### src/rtl/obstacle_lanes.sv
// Obstacle lane mover: NB_LANES horizontal lanes stepping on a score-scaled tick.
// Optional pause input is enabled by defining OBSTACLE_PAUSE_EN.

module obstacle_lane #(
  parameter int X_WIDTH = 10,
  parameter int MAX_X   = 608,
  parameter int RST_X   = 0
) (
  input  logic               i_Clk,
  input  logic               i_Reset,
  input  logic               i_Move,
  input  logic               i_Dir,
  input  logic [2:0]         i_Step,
  output logic [X_WIDTH-1:0] o_X,
  output logic               o_Wrap
);

  localparam logic [X_WIDTH:0]   MAX_W = (X_WIDTH+1)'(MAX_X);
  localparam logic [X_WIDTH-1:0] MAX_N = X_WIDTH'(MAX_X);

  logic [X_WIDTH-1:0] x_q, x_d;
  logic               wrap_q, wrap_d;
  logic [X_WIDTH:0]   x_w, step_w, sum_w;

  // One extra bit keeps x+step from overflowing before the clamp compare.
  assign x_w    = {1'b0, x_q};
  assign step_w = (X_WIDTH+1)'(i_Step);
  assign sum_w  = x_w + step_w;

  always_comb begin
    x_d    = x_q;
    wrap_d = 1'b0;
    if (i_Move && (i_Step != 3'd0)) begin
      if (!i_Dir) begin
        if (x_w >= MAX_W) begin
          x_d    = '0;
          wrap_d = 1'b1;
        end else if (sum_w > MAX_W) begin
          x_d = MAX_N;
        end else begin
          x_d = sum_w[X_WIDTH-1:0];
        end
      end else begin
        if (x_w == '0) begin
          x_d    = MAX_N;
          wrap_d = 1'b1;
        end else if (x_w < step_w) begin
          x_d = '0;
        end else begin
          x_d = x_q - X_WIDTH'(i_Step);
        end
      end
    end
  end

  always_ff @(posedge i_Clk) begin
    if (i_Reset) begin
      x_q    <= X_WIDTH'(RST_X);
      wrap_q <= 1'b0;
    end else begin
      x_q    <= x_d;
      wrap_q <= wrap_d;
    end
  end

  assign o_X    = x_q;
  assign o_Wrap = wrap_q;

endmodule

module obstacle_lanes #(
  parameter int NB_LANES       = 4,
  parameter int X_WIDTH        = 10,
  parameter int H_VISIBLE_AREA = 640,
  parameter int TILE_SIZE      = 32,
  parameter int BASE_PERIOD    = 781250,
  parameter int CNT_WIDTH      = 20,
  parameter int X_BASE         = 0,
  parameter int LANE_SPACING   = 42
) (
  input  logic                         i_Clk,
  input  logic                         i_Reset,
  input  logic [NB_LANES-1:0]          i_Reverse,
  input  logic [3*NB_LANES-1:0]        i_Step,
  input  logic [6:0]                   i_Score,
  input  logic                         i_Level_Up,
`ifdef OBSTACLE_PAUSE_EN
  input  logic                         i_Pause,
`endif
  output logic [X_WIDTH*NB_LANES-1:0]  o_Car_X,
  output logic                         o_Tick,
  output logic [NB_LANES-1:0]          o_Wrap
);

  localparam int MAX_X = H_VISIBLE_AREA - TILE_SIZE;
  localparam logic [CNT_WIDTH-1:0] P0  = CNT_WIDTH'(BASE_PERIOD);
  localparam logic [CNT_WIDTH-1:0] P1  = CNT_WIDTH'(BASE_PERIOD >> 1);
  localparam logic [CNT_WIDTH-1:0] P2  = CNT_WIDTH'(BASE_PERIOD >> 2);
  localparam logic [CNT_WIDTH-1:0] P3  = CNT_WIDTH'(BASE_PERIOD >> 3);
  localparam logic [CNT_WIDTH-1:0] ONE = CNT_WIDTH'(1);

  logic [CNT_WIDTH-1:0] cnt_q, cnt_d;
  logic [CNT_WIDTH-1:0] r_period_q, r_period_d;
  logic [NB_LANES-1:0]  r_dir_q, r_dir_d;
  logic                 tick_q, tick_d;
  logic                 first_q, first_d;
  logic [CNT_WIDTH-1:0] sel_period;
  logic                 run;

  logic [NB_LANES-1:0][X_WIDTH-1:0] lane_x;
  logic [NB_LANES-1:0]              lane_wrap;

`ifdef OBSTACLE_PAUSE_EN
  assign run = ~i_Pause;
`else
  assign run = 1'b1;
`endif

  always_comb begin
    if (i_Score <= 7'd3)      sel_period = P0;
    else if (i_Score <= 7'd6) sel_period = P1;
    else if (i_Score <= 7'd9) sel_period = P2;
    else                      sel_period = P3;
  end

  // The period is only resampled when the count restarts, so a score change
  // never stretches or shortens the tick already in progress.
  always_comb begin
    cnt_d      = cnt_q;
    r_period_d = r_period_q;
    r_dir_d    = r_dir_q;
    tick_d     = 1'b0;
    first_d    = 1'b0;
    if (run) begin
      if (cnt_q == r_period_q - ONE) begin
        tick_d     = 1'b1;
        cnt_d      = '0;
        r_period_d = sel_period;
      end else begin
        cnt_d = cnt_q + ONE;
      end
    end
    if (i_Level_Up) begin
      cnt_d      = '0;
      r_period_d = sel_period;
    end
    if (first_q || i_Level_Up) r_dir_d = i_Reverse;
  end

  always_ff @(posedge i_Clk) begin
    if (i_Reset) begin
      cnt_q      <= '0;
      r_period_q <= P0;
      r_dir_q    <= '0;
      tick_q     <= 1'b0;
      first_q    <= 1'b1;
    end else begin
      cnt_q      <= cnt_d;
      r_period_q <= r_period_d;
      r_dir_q    <= r_dir_d;
      tick_q     <= tick_d;
      first_q    <= first_d;
    end
  end

  // Lanes move with r_dir_q, i.e. the direction in force before any
  // coincident level-up reload.
  for (genvar g = 0; g < NB_LANES; g++) begin : g_lane
    localparam int RAW_X = X_BASE + g * LANE_SPACING;
    localparam int RST_X = (RAW_X > MAX_X) ? MAX_X : RAW_X;
    obstacle_lane #(
      .X_WIDTH (X_WIDTH),
      .MAX_X   (MAX_X),
      .RST_X   (RST_X)
    ) u_lane (
      .i_Clk   (i_Clk),
      .i_Reset (i_Reset),
      .i_Move  (tick_d),
      .i_Dir   (r_dir_q[g]),
      .i_Step  (i_Step[3*g +: 3]),
      .o_X     (lane_x[g]),
      .o_Wrap  (lane_wrap[g])
    );
  end

  assign o_Car_X = lane_x;
  assign o_Tick  = tick_q;
  assign o_Wrap  = lane_wrap;

endmodule
### config.mk
export PLATFORM = sky130hd
export DESIGN_NAME = obstacle_lanes
export DESIGN_NICKNAME = d
export VERILOG_FILES = /design/src/rtl/obstacle_lanes.sv
export SDC_FILE = /design/constraint.sdc
export NUM_CORES = 1
export LEC_CHECK = 0
export CAP_MARGIN = 20
export CORE_MARGIN = 2
export CORE_UTILIZATION = 35
export CTS_CLUSTER_SIZE = 10
export DETAILED_ROUTE_END_ITERATION = 10
export SLEW_MARGIN = 20
export SYNTH_ARGS = -nofsm -noshare
export SYNTH_HDL_FRONTEND = slang
export SYNTH_HIERARCHICAL = 1
export SYNTH_SLANG_ARGS = --single-unit
### constraint.sdc
create_clock -name i_Clk -period 3 [get_ports i_Clk]
set_input_delay 0.6 -clock i_Clk [delete_from_list [all_inputs] [get_ports i_Clk]]
set_output_delay 0.6 -clock i_Clk [all_outputs]
set_load 0.03 [all_outputs]
==> run metrics <==
Hold Path Depth 1; LEAKAGE 3.78 nW; latest clock arrival within the worst-skew pair 350 ps; CP Capture Type register; critical path launch point type input port; commonest non-fill, non-tap cell in the layout buf_4; Pwr per Cell Area ~260 nW/µm²; largest net degree at the start of global routing 34; area grow syn2layout 40.6%; chip height 146 µm; grt ovf 0; Ports just over 70; Max Used Layer met4; DRC Markers 0; Syn Nets between 900 and 1000; clock power share 0.408; CP max stage delay slightly below 600 ps; hpwl dp ~16000 µm; cell depth of the worst setup path 10; Total Die Area about 21000 µm²; Critical Path Slowest Stage Cell fa_2; cts bufs inserted 9; buffer and inverter count on the worst path 2; antenna cells 0; sequential area share after synthesis 0.226; M1 wire length about 10000 µm; Fin Hold WS 524 ps; Vias roughly 7400; CORE AREA ~20000 µm²; initial antenna violation count 0; Reg area 1610 µm²; worst slew pin tran between 700 and 800 ps; Final min period just under 3000 ps; number of global-route vias before repair 7031; share of cells above drive strength 1 0.308; mapped cell area 7090 µm²; Placer Congestion a little under 0.9; I/O Buffers 70; P_sw ~700 µW; Slew headroom 0.476; Final setup viols 0; register bit total from synthesis 80; Pre-antenna DRT Iters 5; max-slew violations 0; Crit Path Class input port to register; iteration-0 DRC count of the detailed router roughly 330; internal power about 1.9 mW; filler instances 1976; starting density of the core 0.354; FMAX between 0.3 and 0.4 GHz; post-layout net count between 1000 and 1500; Top FF cell, synth dfxtp_1; CP Cell Sequence clkdlybuf4s50_1 > inv_2 > fa_2 > nand2_2 > o311a_1 > o211ai_2 > o211ai_2 > a22oi_4 > nand2_4 > o32ai_4; worst slack, placed -461 ps; Setup WS post-layout around 61 ps; met2 WL approximately 10000 µm; EDFF count, synth 0; post-layout util 0.497; CTS root buf clkbuf_16; Crit path arrival time 3200 ps; async set-reset flop share out of synthesis 0; WL final 21700 µm; Worst Path Max Fanout 7; Yosys warning count 6; Max Cap Viol 0; Final Hold Vio Count 0; DIE WIDTH approximately 150 µm; Global Route Usage Sum 0.199; clk sinks 80; multi-input logic area roughly 5400 µm²; status finished, final reports clean; Pwr Total about 2.6 mW; Avg Inst Size Synth roughly 8.1 µm²; final worst path period share 0.980; Worst Hold Class register to register; Rows 52; VDD IR-drop max around 0.00031 V; Unique masters post-synth roughly 110; metal3 WL just under 900 µm; Post-Synthesis Cells slightly below 900; Setup TNS 0 ps; clk buf depth 2; via/cell ratio between 5 and 6; Seq pwr share 0.418; cell mode on critical path o211ai_2; ANT nets after route 0; WP data required 3260 ps; first-pass GRT wire length 35500 µm; cell family with most CP delay compound AO/OA/AOI/OAI gates; combinational share of power 0.174; Worst R2R Path Depth 14; Worst-path clk slew about 60 ps; commonest non-fill, non-tap cells in the layout 171 x buf_4, 78 x dfxtp_1, 69 x nor2_1, 63 x clkdlybuf4s50_1, 62 x nand2_1; drt wl/cell 16.0 µm; sw frac 0.263; H-tree level count 3; Worst Skew 11.4 ps; RSZ-0062 raised after global routing true; CTS tree built
==> flip-flops by register name, summed over array words and instances (netlist names) <==
signal                flops
g_lane.u_lane/o_X        40
o_Tick                    1
g_lane.u_lane/o_Wrap      4
r_period_q               10
cnt_q                    20
first_q                   1
r_dir_q                   4
==> cells by family (layout without fill, tap and decap cells) <==
| logic type | count (synthesis) | in the layout | share of synthesized area |
|---|---|---|---|
| flops | 80 | 80 | 0.226 |
| simple gates | 346 | 346 | 0.263 |
| buf+inv | 93 | 305 | 0.0685 |
| fa+ha+maj | 35 | 35 | 0.0703 |
| compound gates | 252 | 252 | 0.280 |
| xor+xnor | 58 | 58 | 0.0717 |
| mux | 13 | 13 | 0.0203 |
==> through the flow <==
stage | area, µm² | cells
final | 9960 | 1359
after detailed placement | 9080 | 1330
after global placement | 9080 | 1330
after global routing | 9960 | 1359
after CTS | 9520 | 1350
after floorplan | 7110 | 877
==> routing by layer <==
metal | GRT usage | vias up
met5 | 0 | -
met3 | 0.0225 | 34
met2 | 0.325 | 161
met4 | 0.0806 | 0
li1 | - | 3671
met1 | 0.268 | 3523
==> cell type report <==
type,count,share of cell area
Clock buffer,10,0.0230
Clock inverter,4,0.00477
Inverter,40,0.0151
Multi-Input combinational cell,704,0.546
Sequential cell,80,0.161
Tap cell,270,0.0339
Timing Repair Buffer,251,0.216
==> Yosys cell counts (5+ instances only) <==
cell type / n / area share
nand3b_1: 7 / 0.0074
or2_2: 6 / 0.0053
fa_1: 8 / 0.023
a31oi_1: 15 / 0.013
buf_6: 10 / 0.016
xor2_1: 19 / 0.023
o31ai_1: 8 / 0.0085
xnor2_1: 39 / 0.048
mux2i_1: 7 / 0.0099
or3_1: 11 / 0.0097
o22ai_1: 8 / 0.0071
a221oi_1: 9 / 0.011
a21o_1: 10 / 0.011
nand4_1: 14 / 0.012
nand3_1: 39 / 0.028
clkbuf_1: 22 / 0.012
or4_1: 5 / 0.0053
nand2_1: 64 / 0.034
inv_1: 40 / 0.021
nor2_1: 72 / 0.038
dfxtp_1: 80 / 0.23
ha_1: 27 / 0.048
nor4_1: 11 / 0.0097
buf_2: 12 / 0.0085
nor2b_1: 10 / 0.0088
o21ai_0: 35 / 0.025
nand2b_1: 8 / 0.0071
and3_1: 13 / 0.011
a311oi_1: 5 / 0.0062
o31a_1: 7 / 0.0087
nor3_1: 42 / 0.030
a21oi_1: 41 / 0.029
and2_1: 10 / 0.0088
o211ai_1: 18 / 0.019
a211oi_1: 15 / 0.016
o21ai_1: 5 / 0.0035
==> power by group through the flow <==
stage               registers (mW)  logic [mW]  clock network, mW
floorplan                     1.11       0.230                  0
global placement              1.12       0.407                  0
detailed placement            1.12       0.408                  0
CTS                           1.10       0.418               1.10
global route                  1.10       0.497               1.14
finish                        1.10       0.457               1.07
==> what timing repair did <==
| action | in CTS | in global routing |
|---|---|---|
| endpoints found under the hold margin | 0 | 0 |
| hold buffers | 0 | 0 |
| setup buffers | 6 | 10 |
| pin swaps | 15 | 37 |
| gates resized for setup | 30 | 77 |
| endpoints found under the setup margin | 31 | 40 |
==> worst paths after layout <==
path / from / to / slack [ps]
setup / recovery: i_Step[1] / g_lane[0].u_lane/o_X[4] / 60
hold / removal: r_period_q[17] / r_period_q[17] / 520
setup reg to reg: r_period_q[18] / g_lane[1].u_lane/o_X[3] / 80
hold reg to reg: r_period_q[17] / r_period_q[17] / 520
Note: power is estimated with default switching activity, not from simulation.
